`config.mk`:
```
export PLATFORM = sky130hd
export DESIGN_NAME = muldiv_seq_flat
export DESIGN_NICKNAME = d
export VERILOG_FILES = /design/src/rtl/muldiv_if.sv /design/src/rtl/muldiv_seq.sv /design/src/flat_wrapper.sv
export SDC_FILE = /design/constraint.sdc
export NUM_CORES = 1
export LEC_CHECK = 0
export ABC_AREA = 0
export BUFFER_PORTS_ARGS = -buffer_cell sky130_fd_sc_hd__buf_2
export CORE_MARGIN = 4
export CORE_UTILIZATION = 45
export CTS_BUF_LIST = sky130_fd_sc_hd__clkbuf_4
export DETAILED_ROUTE_END_ITERATION = 16
export PLACE_DENSITY_LB_ADDON = 0.05
export SKIP_LAST_GASP = 1
export SLEW_MARGIN = 5
export SYNTH_ARGS = -nofsm -noshare
export SYNTH_HDL_FRONTEND = slang
export SYNTH_SLANG_ARGS = --single-unit
```
`constraint.sdc`:
```
create_clock -name clk -period 7.3 [get_ports clk]
set_input_delay 0.365 -clock clk [delete_from_list [all_inputs] [get_ports clk]]
set_output_delay 0.365 -clock clk [all_outputs]
set_load 0.03 [all_outputs]
```
`src/rtl/muldiv_if.sv`:
```
// Handshake and result bundle between the EX stage and the iterative
// multiply/divide sequencer.
interface muldiv_if #(
  parameter int unsigned WIDTH = 32
);
  logic             Ex_md_start;
  logic [2:0]       Ex_md_op;
  logic [WIDTH-1:0] A;
  logic [WIDTH-1:0] B;
  logic             Ex_md_flush;
  logic             Ex_md_busy;
  logic             Ex_md_done;
  logic             Ex_div_zero;
  logic [WIDTH-1:0] hi;
  logic [WIDTH-1:0] lo;

  modport master (
    output Ex_md_start, Ex_md_op, A, B, Ex_md_flush,
    input  Ex_md_busy, Ex_md_done, Ex_div_zero, hi, lo
  );

  modport slave (
    input  Ex_md_start, Ex_md_op, A, B, Ex_md_flush,
    output Ex_md_busy, Ex_md_done, Ex_div_zero, hi, lo
  );
endinterface

```
`src/rtl/muldiv_seq.sv`:
```
// Iterative MULT/MULTU/DIV/DIVU sequencer owning HI/LO; one iteration per
// cycle, shift-add multiply and restoring divide share one work register.
module muldiv_seq #(
  parameter int unsigned WIDTH = 32,
  parameter int unsigned CNT_W = 6
) (
  input  logic     clk,
  input  logic     rst_n,
  muldiv_if.slave  md
);

  localparam int unsigned W2 = 2 * WIDTH;
  localparam logic [2:0] OP_MULT  = 3'b000;
  localparam logic [2:0] OP_MULTU = 3'b001;
  localparam logic [2:0] OP_DIV   = 3'b010;
  localparam logic [2:0] OP_DIVU  = 3'b011;
  localparam logic [2:0] OP_MTHI  = 3'b100;
  localparam logic [2:0] OP_MTLO  = 3'b101;
  localparam logic [CNT_W-1:0] LAST_IT = CNT_W'(WIDTH - 1);

  typedef enum logic [1:0] {S_IDLE, S_MUL, S_DIV, S_DONE} state_e;

  state_e           state_q, state_d;
  logic [CNT_W-1:0] cnt_q, cnt_d;
  logic [W2-1:0]    work_q, work_d;
  logic [WIDTH-1:0] opnd_q, opnd_d;
  logic             qneg_q, qneg_d;
  logic             rneg_q, rneg_d;
  logic [WIDTH-1:0] hi_q, hi_d;
  logic [WIDTH-1:0] lo_q, lo_d;
  logic             done_q, done_d;
  logic             dz_q, dz_d;

  // Operand magnitudes for the signed ops
  logic             a_neg, b_neg;
  logic [WIDTH-1:0] a_mag, b_mag;
  assign a_neg = md.A[WIDTH-1];
  assign b_neg = md.B[WIDTH-1];
  assign a_mag = a_neg ? -md.A : md.A;
  assign b_mag = b_neg ? -md.B : md.B;

  // Shift-add step: work = {partial product, remaining multiplier bits}
  logic [WIDTH:0]   mul_sum;
  logic [W2-1:0]    mul_next;
  assign mul_sum  = {1'b0, work_q[W2-1:WIDTH]} + {1'b0, (work_q[0] ? opnd_q : '0)};
  assign mul_next = {mul_sum, work_q[WIDTH-1:1]};

  // Restoring step: work = {partial remainder, dividend bits / quotient bits}
  logic [WIDTH:0]   div_shift, div_diff;
  logic             div_ge;
  logic [W2-1:0]    div_next;
  assign div_shift = work_q[W2-1:WIDTH-1];
  assign div_diff  = div_shift - {1'b0, opnd_q};
  assign div_ge    = ~div_diff[WIDTH];
  assign div_next  = {(div_ge ? div_diff[WIDTH-1:0] : div_shift[WIDTH-1:0]),
                      work_q[WIDTH-2:0], div_ge};

  always_comb begin
    state_d = state_q;
    cnt_d   = cnt_q;
    work_d  = work_q;
    opnd_d  = opnd_q;
    qneg_d  = qneg_q;
    rneg_d  = rneg_q;
    hi_d    = hi_q;
    lo_d    = lo_q;
    done_d  = 1'b0;
    dz_d    = 1'b0;
    unique case (state_q)
      S_IDLE: begin
        if (md.Ex_md_start && !md.Ex_md_flush) begin
          cnt_d = '0;
          unique case (md.Ex_md_op)
            OP_MULT, OP_MULTU: begin
              state_d = S_MUL;
              qneg_d  = (md.Ex_md_op == OP_MULT) && (a_neg ^ b_neg);
              rneg_d  = 1'b0;
              opnd_d  = (md.Ex_md_op == OP_MULT) ? a_mag : md.A;
              work_d  = {{WIDTH{1'b0}}, ((md.Ex_md_op == OP_MULT) ? b_mag : md.B)};
            end
            OP_DIV, OP_DIVU: begin
              if (md.B == '0) begin
                state_d = S_DONE;
                done_d  = 1'b1;
                dz_d    = 1'b1;
              end else begin
                state_d = S_DIV;
                qneg_d  = (md.Ex_md_op == OP_DIV) && (a_neg ^ b_neg);
                rneg_d  = (md.Ex_md_op == OP_DIV) && a_neg;
                opnd_d  = (md.Ex_md_op == OP_DIV) ? b_mag : md.B;
                work_d  = {{WIDTH{1'b0}}, ((md.Ex_md_op == OP_DIV) ? a_mag : md.A)};
              end
            end
            OP_MTHI: hi_d = md.A;
            OP_MTLO: lo_d = md.A;
            default: ;
          endcase
        end
      end
      S_MUL: begin
        if (md.Ex_md_flush) begin
          state_d = S_IDLE;
        end else begin
          work_d = mul_next;
          cnt_d  = cnt_q + CNT_W'(1);
          if (cnt_q == LAST_IT) begin
            state_d      = S_DONE;
            done_d       = 1'b1;
            {hi_d, lo_d} = qneg_q ? -mul_next : mul_next;
          end
        end
      end
      S_DIV: begin
        if (md.Ex_md_flush) begin
          state_d = S_IDLE;
        end else begin
          work_d = div_next;
          cnt_d  = cnt_q + CNT_W'(1);
          if (cnt_q == LAST_IT) begin
            state_d = S_DONE;
            done_d  = 1'b1;
            lo_d    = qneg_q ? -div_next[WIDTH-1:0] : div_next[WIDTH-1:0];
            hi_d    = rneg_q ? -div_next[W2-1:WIDTH] : div_next[W2-1:WIDTH];
          end
        end
      end
      S_DONE: state_d = S_IDLE;
      default: state_d = S_IDLE;
    endcase
  end

  always_ff @(posedge clk or negedge rst_n) begin
    if (!rst_n) begin
      state_q <= S_IDLE;
      cnt_q   <= '0;
      work_q  <= '0;
      opnd_q  <= '0;
      qneg_q  <= 1'b0;
      rneg_q  <= 1'b0;
      hi_q    <= '0;
      lo_q    <= '0;
      done_q  <= 1'b0;
      dz_q    <= 1'b0;
    end else begin
      state_q <= state_d;
      cnt_q   <= cnt_d;
      work_q  <= work_d;
      opnd_q  <= opnd_d;
      qneg_q  <= qneg_d;
      rneg_q  <= rneg_d;
      hi_q    <= hi_d;
      lo_q    <= lo_d;
      done_q  <= done_d;
      dz_q    <= dz_d;
    end
  end

  assign md.Ex_md_busy  = (state_q != S_IDLE);
  assign md.Ex_md_done  = done_q;
  assign md.Ex_div_zero = dz_q;
  assign md.hi          = hi_q;
  assign md.lo          = lo_q;

endmodule

```
`src/flat_wrapper.sv`:
```
// flat-port wrapper written by rule: the top's interface ports become plain ports
module muldiv_seq_flat 
#(
  parameter int unsigned WIDTH = 32,
  parameter int unsigned CNT_W = 6
)
  (clk, rst_n, md_Ex_md_start, md_Ex_md_op, md_A, md_B, md_Ex_md_flush, md_Ex_md_busy, md_Ex_md_done, md_Ex_div_zero, md_hi, md_lo);
  muldiv_if #(.WIDTH(WIDTH)) md_i ();
  input  logic clk;
  input  logic rst_n;
  input wire logic [$bits(md_i.Ex_md_start)-1:0] md_Ex_md_start;
  input wire logic [$bits(md_i.Ex_md_op)-1:0] md_Ex_md_op;
  input wire logic [$bits(md_i.A)-1:0] md_A;
  input wire logic [$bits(md_i.B)-1:0] md_B;
  input wire logic [$bits(md_i.Ex_md_flush)-1:0] md_Ex_md_flush;
  output wire logic [$bits(md_i.Ex_md_busy)-1:0] md_Ex_md_busy;
  output wire logic [$bits(md_i.Ex_md_done)-1:0] md_Ex_md_done;
  output wire logic [$bits(md_i.Ex_div_zero)-1:0] md_Ex_div_zero;
  output wire logic [$bits(md_i.hi)-1:0] md_hi;
  output wire logic [$bits(md_i.lo)-1:0] md_lo;
  assign md_i.Ex_md_start = md_Ex_md_start;
  assign md_i.Ex_md_op = md_Ex_md_op;
  assign md_i.A = md_A;
  assign md_i.B = md_B;
  assign md_i.Ex_md_flush = md_Ex_md_flush;
  assign md_Ex_md_busy = md_i.Ex_md_busy;
  assign md_Ex_md_done = md_i.Ex_md_done;
  assign md_Ex_div_zero = md_i.Ex_div_zero;
  assign md_hi = md_i.hi;
  assign md_lo = md_i.lo;
  muldiv_seq #(.WIDTH(WIDTH), .CNT_W(CNT_W)) u_core (.clk(clk), .rst_n(rst_n), .md(md_i));
endmodule
```
# == Word level (Yosys, flattened, before mapping) ==
# Index checks and enable logic that the tools add are counted.
# totals
in_bits,71
reg_bits,172
# classes
n_eq_ne,21
bitwise,2
addsub,8
n_mux,53
reduce_logical,21
# ops
op,count
$mux W32,23
$mux W64,5
$pmux W32 S3,2
$pmux W64 S3,1
$neg A32 Y32,4
$pmux W64 S2,1
$neg A64 Y64,1
$pmux W32 S2,1
$add A32 B32 Y33,1
$sub A33 B32 Y33,1
$logic_not A32 Y1,1
$reduce_and A7 Y1,2
$mux W6,2
$ne A2 B2 Y1 const B,6
$pmux W6 S2,1
$mux W1,9
$add A6 B1 Y6 const B,1
$eq A3 B2 Y1 const B,2
$eq A3 B3 Y1 const B,2
$eq A6 B5 Y1 const B,1
$mux W2,3
$ne A2 B1 Y1 const B,3
$ne A3 B3 Y1 const B,2
$pmux W1 S2,3
other kinds (18),27

# == Depth between registers and ports, before layout ==
# Gate-level depths: netlist of the first run.
# depth
word_depth,7
mapped_depth,26
mapped_depth_nobuf,21

# == Worst setup path before layout of the first run ==
# OpenSTA, ideal clock, no wires.
# synth_timing
path_type,reg-to-reg
from,reg u_core.work_q[31]
to,"reg u_core.hi_q[28], in the netlist u_core.md.hi[28]"
t_arrival_ns,5.382
required_time_ns,7.218
path_slack_ns,1.836
path_stages_with_launch,27
path_buffers,5
setup_ns,0.082
path_cell_list,dfrtp_1 > clkbuf_1 > inv_1 > ha_1 > fa_1 > nand2b_1 > a21oi_1 > o211a_1 > o2111a_1 > o21ai_0 > and2_1 > clkbuf_1 > inv_1 > clkbuf_1 > clkbuf_1 > clkbuf_1 > nor2_1 > a21oi_1 > ha_1 > nand2_1 > nor4_1 > mux2i_1 > or4b_2 > o41ai_1 > xor2_1 > nand2_1 > a31oi_1
# synth_between
elab_chain_cells,7
elab_cells_between_ends,11
# synth_rtl
item,line,text
start: declaration,muldiv_seq.sv:25,"logic [W2-1:0] work_q, work_d;"
start signal: assignment,muldiv_seq.sv:147,work_q <= work_d;
$sub A33 B32 Y33,muldiv_seq.sv:53,"assign div_diff = div_shift - {1'b0, opnd_q};"
$mux W32,muldiv_seq.sv:55,"assign div_next = {(div_ge ? div_diff[WIDTH-1:0] : div_shift[WIDTH-1:0]),"
$neg A32 Y32,muldiv_seq.sv:123,hi_d = rneg_q ? -div_next[W2-1:WIDTH] : div_next[W2-1:WIDTH];
$mux W32,muldiv_seq.sv:123,
$mux W32,muldiv_seq.sv:119,if (cnt_q == LAST_IT) begin
$mux W32,muldiv_seq.sv:114,if (md.Ex_md_flush) begin
$pmux W32 S3 *,muldiv_seq.sv:69,unique case (state_q)
end signal: assignment,muldiv_seq.sv:151,hi_q <= hi_d;
end: declaration,muldiv_seq.sv:29,"logic [WIDTH-1:0] hi_q, hi_d;"
# Mark *: on every way between the ends. The rest lies on a longest branch, timed or not. The select of a mux whose other input is x is not followed.
# A chain may end at the register's enable or synchronous reset.

# == Worst setup path after layout of the first run ==
# Ends and elaborated chain as after synthesis.

==> results.cfg, run 1 <==
[route]
avgRoutedWirePerCell_microns = 25.68
via_per_inst = 6.526
drt-initial-drc-count = 2440
wirelength_mm = 81.04
drt_pass1_iterations = 6
num_vias = 20597
drc = 0
antenna_left = 0

[yosys]
synth_ff_type = dfrtp_1
postSynthCellCount = 2614
yosys-top-cells-area = dfrtp_1 23%, nand2_1 7.4%, xnor2_1 7.2%, o21ai_0 6.4%, nor2_1 5.3%
syn_area_per_cell_sq_um = 7.144
post-synth-top-count-cell = nand2_1
synth_edf_count = 0
synth.distinct_cells = 75
ys_ff_latch = 172
yosys.area.top_type = dfrtp_1
syn_area_sq_mm = 0.01868
synth_warnings = 0
synth_fp_nets = 2761
synth.top_cells.by_count = 368 x nand2_1, 266 x nor2_1, 239 x o21ai_0, 187 x clkbuf_1, 181 x a21oi_1
synth_top_area_share_pct = 23.05
seq_area_frac_synth_pct = 23.05
async_flop_share_pct = 100.0

[clock_network]
cts_root_buf = clkbuf_4
cts_buffer_depth = 2
cts_hold_buf = 16
cts_tree = done
clkLatencyLatePin_ns = 0.78
h-tree-depth = 4
cts_sinks = 172
clk_pin_slew_ns = 0.17
cts_buffers = 17
post_cts_resize_count = 0
post_cts_buffers = 0

[run_status]
status = finished, final reports clean

[power]
p_switching_mw = 6.350
p_int_mw = 4.061
powerDensity_mw_per_mm2 = 521.3
sw_frac_of_total_pct = 61.00
combPwrFrac_pct = 75.9
p_leak_nw = 8.329
clkPwrFrac_pct = 5.8
ir_worst_vdd_mv = 0.6010
finalPower_mw = 10.41
seq_power_share_pct = 18.3

[placed_design]
hpwlAfterDp_mm = 61.94
portBuffers = 137
place.gp.congestion = 0.9697

[worst_setup_path]
path_max_fanout = 11
startpoint_type = register
crit_required_ns = 8.00
crit_path_end_kind = register
cp_slowest_cell = or4b_2
crit_arrival_ns = 6.55
worst-setup-path-type = reg -> reg
cp_slowest_stage_delay_ns = 0.83
path_cells = inv_1, ha_1, fa_1, nand2b_1, a21oi_1, o211a_1, o2111a_1, o21ai_0, and2_2, inv_1, nor2_1, a21oi_1, ha_1, nand2_1, nor4_1, mux2i_1, or4b_2, o41ai_1, xor2_1, nand2_1, a31oi_1

[sta]
finalMaxSlewViolations = 0
clock_skew_ns = 0.03799
fin_tns_setup_ns = 0
final.min_clock_period_ns = 5.848
rsz0062_at_grt = no
max_slew_margin_pct = 18.70
worst_slew_pin_slew_ns = 1.212
fin_crit_sh_pct = 80.11
setup_viol = 0
timing.fmax_ghz = 0.1710
hold_viol_final = 0

[job]
maxCapViolations = 0

[hold_path]
hold_path.class = in -> reg

[die]
initial_core_util_pct = 45.63
design.die.area_sq_mm = 0.04482
coreArea_sq_mm = 0.04092
fp-row-count = 74
pin_count = 138
die_height_microns = 211.7
fp.dieW_microns = 211.7

[layout]
fill_cells = 4195
area_growth_pct = 6.934
post-route-util_pct = 48.80
final_nets = 2751
drive_gt1_share_pct = 9.247

[grt]
grt_max_degree = 94
antenna_found_initial = 16
overflow = 0
grtUsageTotal_pct = 35.39
first_global_vias = 18954
grt_pass1_wl_mm = 120.3
[final timing paths]
kind,slack (ns),depth (start not counted),startpoint,end
setup / recovery,1.45,21,u_core.work_q[31],u_core.md.hi[28]
hold / removal,0.11,3,md_A[1],u_core.md.hi[1]
setup reg to reg,1.45,21,u_core.work_q[31],u_core.md.hi[28]
hold reg to reg,0.49,1,u_core.md.lo[12],u_core.md.lo[12]
max in group asynchronous,5.71,3,rst_n,u_core.qneg_q
min in group asynchronous,0.16,2,rst_n,u_core.work_q[63]
[stage by stage]
stage	setup slack, ns	hold slack [ns]	area, sq um	instances
floorplan	1.836	0.06941	18680	2614
global placement	1.773	0.4547	19510	3101
detailed placement	1.669	0.4576	19510	3101
CTS	1.606	0.006859	19950	3149
global route	1.163	0.08896	19960	3152
finish	1.452	0.1056	19970	3156
[layer usage]
layer	wire length, microns	track usage (%)	vias to the layer above
li1	-	-	9488
met1	33760	47.36	9898
met2	34660	52.05	1000
met3	8040	9.884	193
met4	4463	18.64	18
met5	119	0	-
[power groups by stage]
stage | clock [mW] | combinational [mW] | sequential, mW
CTS | 0.625 | 7.74 | 1.89
global placement | 0 | 7.69 | 1.90
detailed placement | 0 | 7.71 | 1.91
global route | 0.649 | 8.50 | 1.96
floorplan | 0 | 5.21 | 1.95
finish | 0.603 | 7.90 | 1.91
[layout make-up]
cell class / instances / area [sq um] / area share, %
Antenna cell: 7 / 17.52 / 0.08771
Clock buffer: 17 / 127.6 / 0.6391
Clock inverter: 15 / 151.4 / 0.7581
Inverter: 83 / 311.5 / 1.560
Multi-Input combinational cell: 2146 / 13300 / 66.59
Sequential cell: 172 / 4305 / 21.56
Tap cell: 532 / 665.6 / 3.333
Timing Repair Buffer: 184 / 1092 / 5.470
[layout by cell type, fill, tap and decap left out, types with 21 or more instances in the layout]
master	netlist	layout
a22oi_1	23	23
o31ai_1	113	113
nor2_1	266	266
o21ai_0	239	239
a211oi_1	21	21
mux2i_1	27	27
buf_4	0	33
a21oi_1	181	181
xnor2_1	153	153
xor2_1	68	68
inv_1	79	79
a21o_1	30	29
dfrtp_1	172	171
a221oi_1	75	75
nor4_1	29	29
ha_1	74	71
or3_1	30	30
and3_1	29	29
o22ai_1	43	43
nand2_1	368	366
nor3_1	68	68
a31oi_1	26	26
buf_2	6	134
nand3_1	31	31
[cell families (layout without fill, tap and decap cells)]
group                    count (synthesis)  after routing  synth area share, %
AO/OA/AOI/OAI                          881            881                30.64
other                                    0              7                    0
XOR/XNOR                               221            221                10.36
multiplexers                            35             35                1.930
AND/OR/NAND/NOR                        933            933                22.82
adder cells (fa/ha/maj)                 76             76                5.172
buffers and inverters                  296            299                6.030
flip-flops                             172            172                23.05
[registers in the layout, summed over array words and instances (netlist names), 2 cells and up]
signal / cells
u_core.cnt_q: 6
u_core.state_q: 2
u_core.opnd_q: 32
u_core.md.hi: 32
u_core.work_q: 64
u_core.md.lo: 32
[worst max-delay path, delay by kind of cell (launching register included)]
kind,cells,cell delay [ns]
compound gates,7,1.69
xor+xnor,1,0.25
fa+ha+maj,3,0.90
buf+inv,2,0.44
flops,1,0.52
mux,1,0.27
simple gates,7,1.70
Power figures use the tool's default switching activity.
==> inputs of run 2 (changes only) <==
clock period = 4.68 ns   (was 7.3 ns; I/O delays follow)
==> results.cfg, run 2 (synthesized netlist as in run 1, its figures left out) <==
[route]
wirelength_mm = 84.71
avgRoutedWirePerCell_microns = 24.46
via_per_inst = 6.300
drt-initial-drc-count = 2596
num_vias = 21822
drc = 0
antenna_left = 0
drt_pass1_iterations = 6

[worst_setup_path]
crit_arrival_ns = 5.34
cp_slowest_stage_delay_ns = 0.55
worst-path-buf-inv = 3
worst-setup-path-type = reg -> reg
crit_required_ns = 5.34
crit_path_end_kind = register
cp_slowest_cell = or4b_4
reg2reg_depth = 21
path_max_fanout = 5
path_cells = inv_2, ha_4, o211ai_1, buf_4, a21oi_4, o211a_4, o2111a_1, or3_4, and2_4, inv_8, nor2_4, a21oi_4, ha_4, nand2_4, nor4_4, mux2i_4, or4b_4, o41ai_4, xor2_1, nand2_1, a31oi_1
path_depth = 21
critPathTopFamily = simple AND/OR/NAND/NOR gates
startpoint_type = register

[sta]
hold_viol_final = 0
final.min_clock_period_ns = 4.676
max_slew_margin_pct = 25.46
finalMaxSlewViolations = 0
clock_skew_ns = 0.04209
rsz0062_at_grt = yes
setup_viol = 0
timing.fmax_ghz = 0.2139
worst_slew_pin_slew_ns = 1.118
fin_crit_sh_pct = 99.91

[grt]
first_global_vias = 20258
grtUsageTotal_pct = 36.77
overflow = 0
antenna_found_initial = 13
grt_pass1_wl_mm = 125.7
grt_max_degree = 93

[clock_network]
cts_sinks = 172
cts_buffers = 17
clk_pin_slew_ns = 0.17
cts_root_buf = clkbuf_4
cts_buffer_depth = 2
h-tree-depth = 4
cts_tree = done
clkLatencyLatePin_ns = 0.76

[layout]
layout_commonest_cell = nand2_1
largest_register = u_core.work_q
drive_gt1_share_pct = 20.96
largest_reg_flops = 64
fin_area_sq_mm = 0.02293
final_nets = 3063
area_growth_pct = 22.78
layout_common_cells = 364 x nand2_1, 322 x buf_4, 263 x nor2_1, 229 x o21ai_0, 170 x dfrtp_1
post-route-util_pct = 56.03
fill_cells = 4037

[placed_design]
place.gp.congestion = 1.006
hpwlAfterDp_mm = 66.52
post_dp_cell_area_sq_mm = 0.02172
portBuffers = 137

[power]
powerDensity_mw_per_mm2 = 823.6
ir_worst_vdd_mv = 1.370
p_leak_nw = 9.989

[die]
coreArea_sq_mm = 0.04092
pin_count = 138
die_height_microns = 211.7
design.die.area_sq_mm = 0.04482
initial_core_util_pct = 45.63
fp.dieW_microns = 211.7
fp-row-count = 74

[hold_path]
hold_path.class = in -> reg
hold_path_depth = 5

[job]
maxCapViolations = 0

[run_status]
status = finished, final reports clean
[run 2: changes by cell type in the layout (fill, tap and decap cells not counted), sizes merged]
cell         delta
buf           +296
dlygate4sd3    +16
diode           -4
[run 2: repair_timing]
item	4_1_cts	5_1_grt
pin swaps	3	34
resized for setup	12	92
hold endpoints to repair	116	0
endpoints found under the setup margin	16	24
hold buffers	32	0
buffers inserted	2	15
[run 2: worst paths after layout]
| check | startpoint | endpoint | slack, ns |
|---|---|---|---|
| min in group asynchronous | rst_n | u_core.opnd_q[25] | 0.06 |
| hold / removal | md_B[2] | u_core.opnd_q[2] | 0.05 |
| hold reg to reg | u_core.md.lo[18] | u_core.md.lo[18] | 0.50 |
| setup reg to reg | u_core.opnd_q[3] | u_core.md.hi[28] | 0.004 |
| setup / recovery | u_core.opnd_q[3] | u_core.md.hi[28] | 0.004 |
| max in group asynchronous | rst_n | u_core.opnd_q[0] | 3.55 |
[run 2: final cells by class]
| type | instances | area [sq um] | area share, % |
|---|---|---|---|
| sequential | 172 | 4307 | 18.78 |
| clock buffer | 17 | 127.6 | 0.5566 |
| multi-input combinational | 2146 | 13790 | 60.14 |
| tap | 532 | 665.6 | 2.903 |
| antenna | 3 | 7.507 | 0.03274 |
| timing repair buffer | 496 | 3545 | 15.46 |
| clock inverter | 15 | 168.9 | 0.7367 |
| inverter | 83 | 319.1 | 1.391 |
[run 2: per-layer routing]
layer / track usage (%) / routed length [microns]
met1: 50.29 / 35290
met2: 53.78 / 35710
met3: 9.632 / 8660
met4: 18.33 / 4914
met5: 0 / 142
[run 2: through the flow]
stage | instances | setup TNS (ns) | total power, mW | setup slack (ns) | hold WS (ns)
finish | 3464 | 0 | 18.88 | 0.004265 | 0.05467
global route | 3464 | -0.3934 | 20.15 | -0.1547 | 0.001005
CTS | 3449 | 0 | 17.96 | 0.0005111 | 0.004437
detailed placement | 3383 | -1.943 | 16.85 | -0.2908 | 0.3465
global placement | 3383 | -0.4114 | 16.74 | -0.1254 | 0.3426
floorplan | 2614 | 0 | 11.25 | 0.0008913 | -0.06159
[run 2: worst min-delay path, cell delays in order]
cell and delay (ns):
buf_2 0.14, xnor2_1 0.12, a21oi_1 0.06, o22ai_1 0.13
o21ai_0 0.09
[run 2: power breakdown]
part	internal, mW	total [mW]	switching (mW)	leakage, nW
registers	2.17	2.72	0.559	2.18
logic	5.86	15.2	9.35	7.65
clock network	0.247	0.956	0.709	0.155
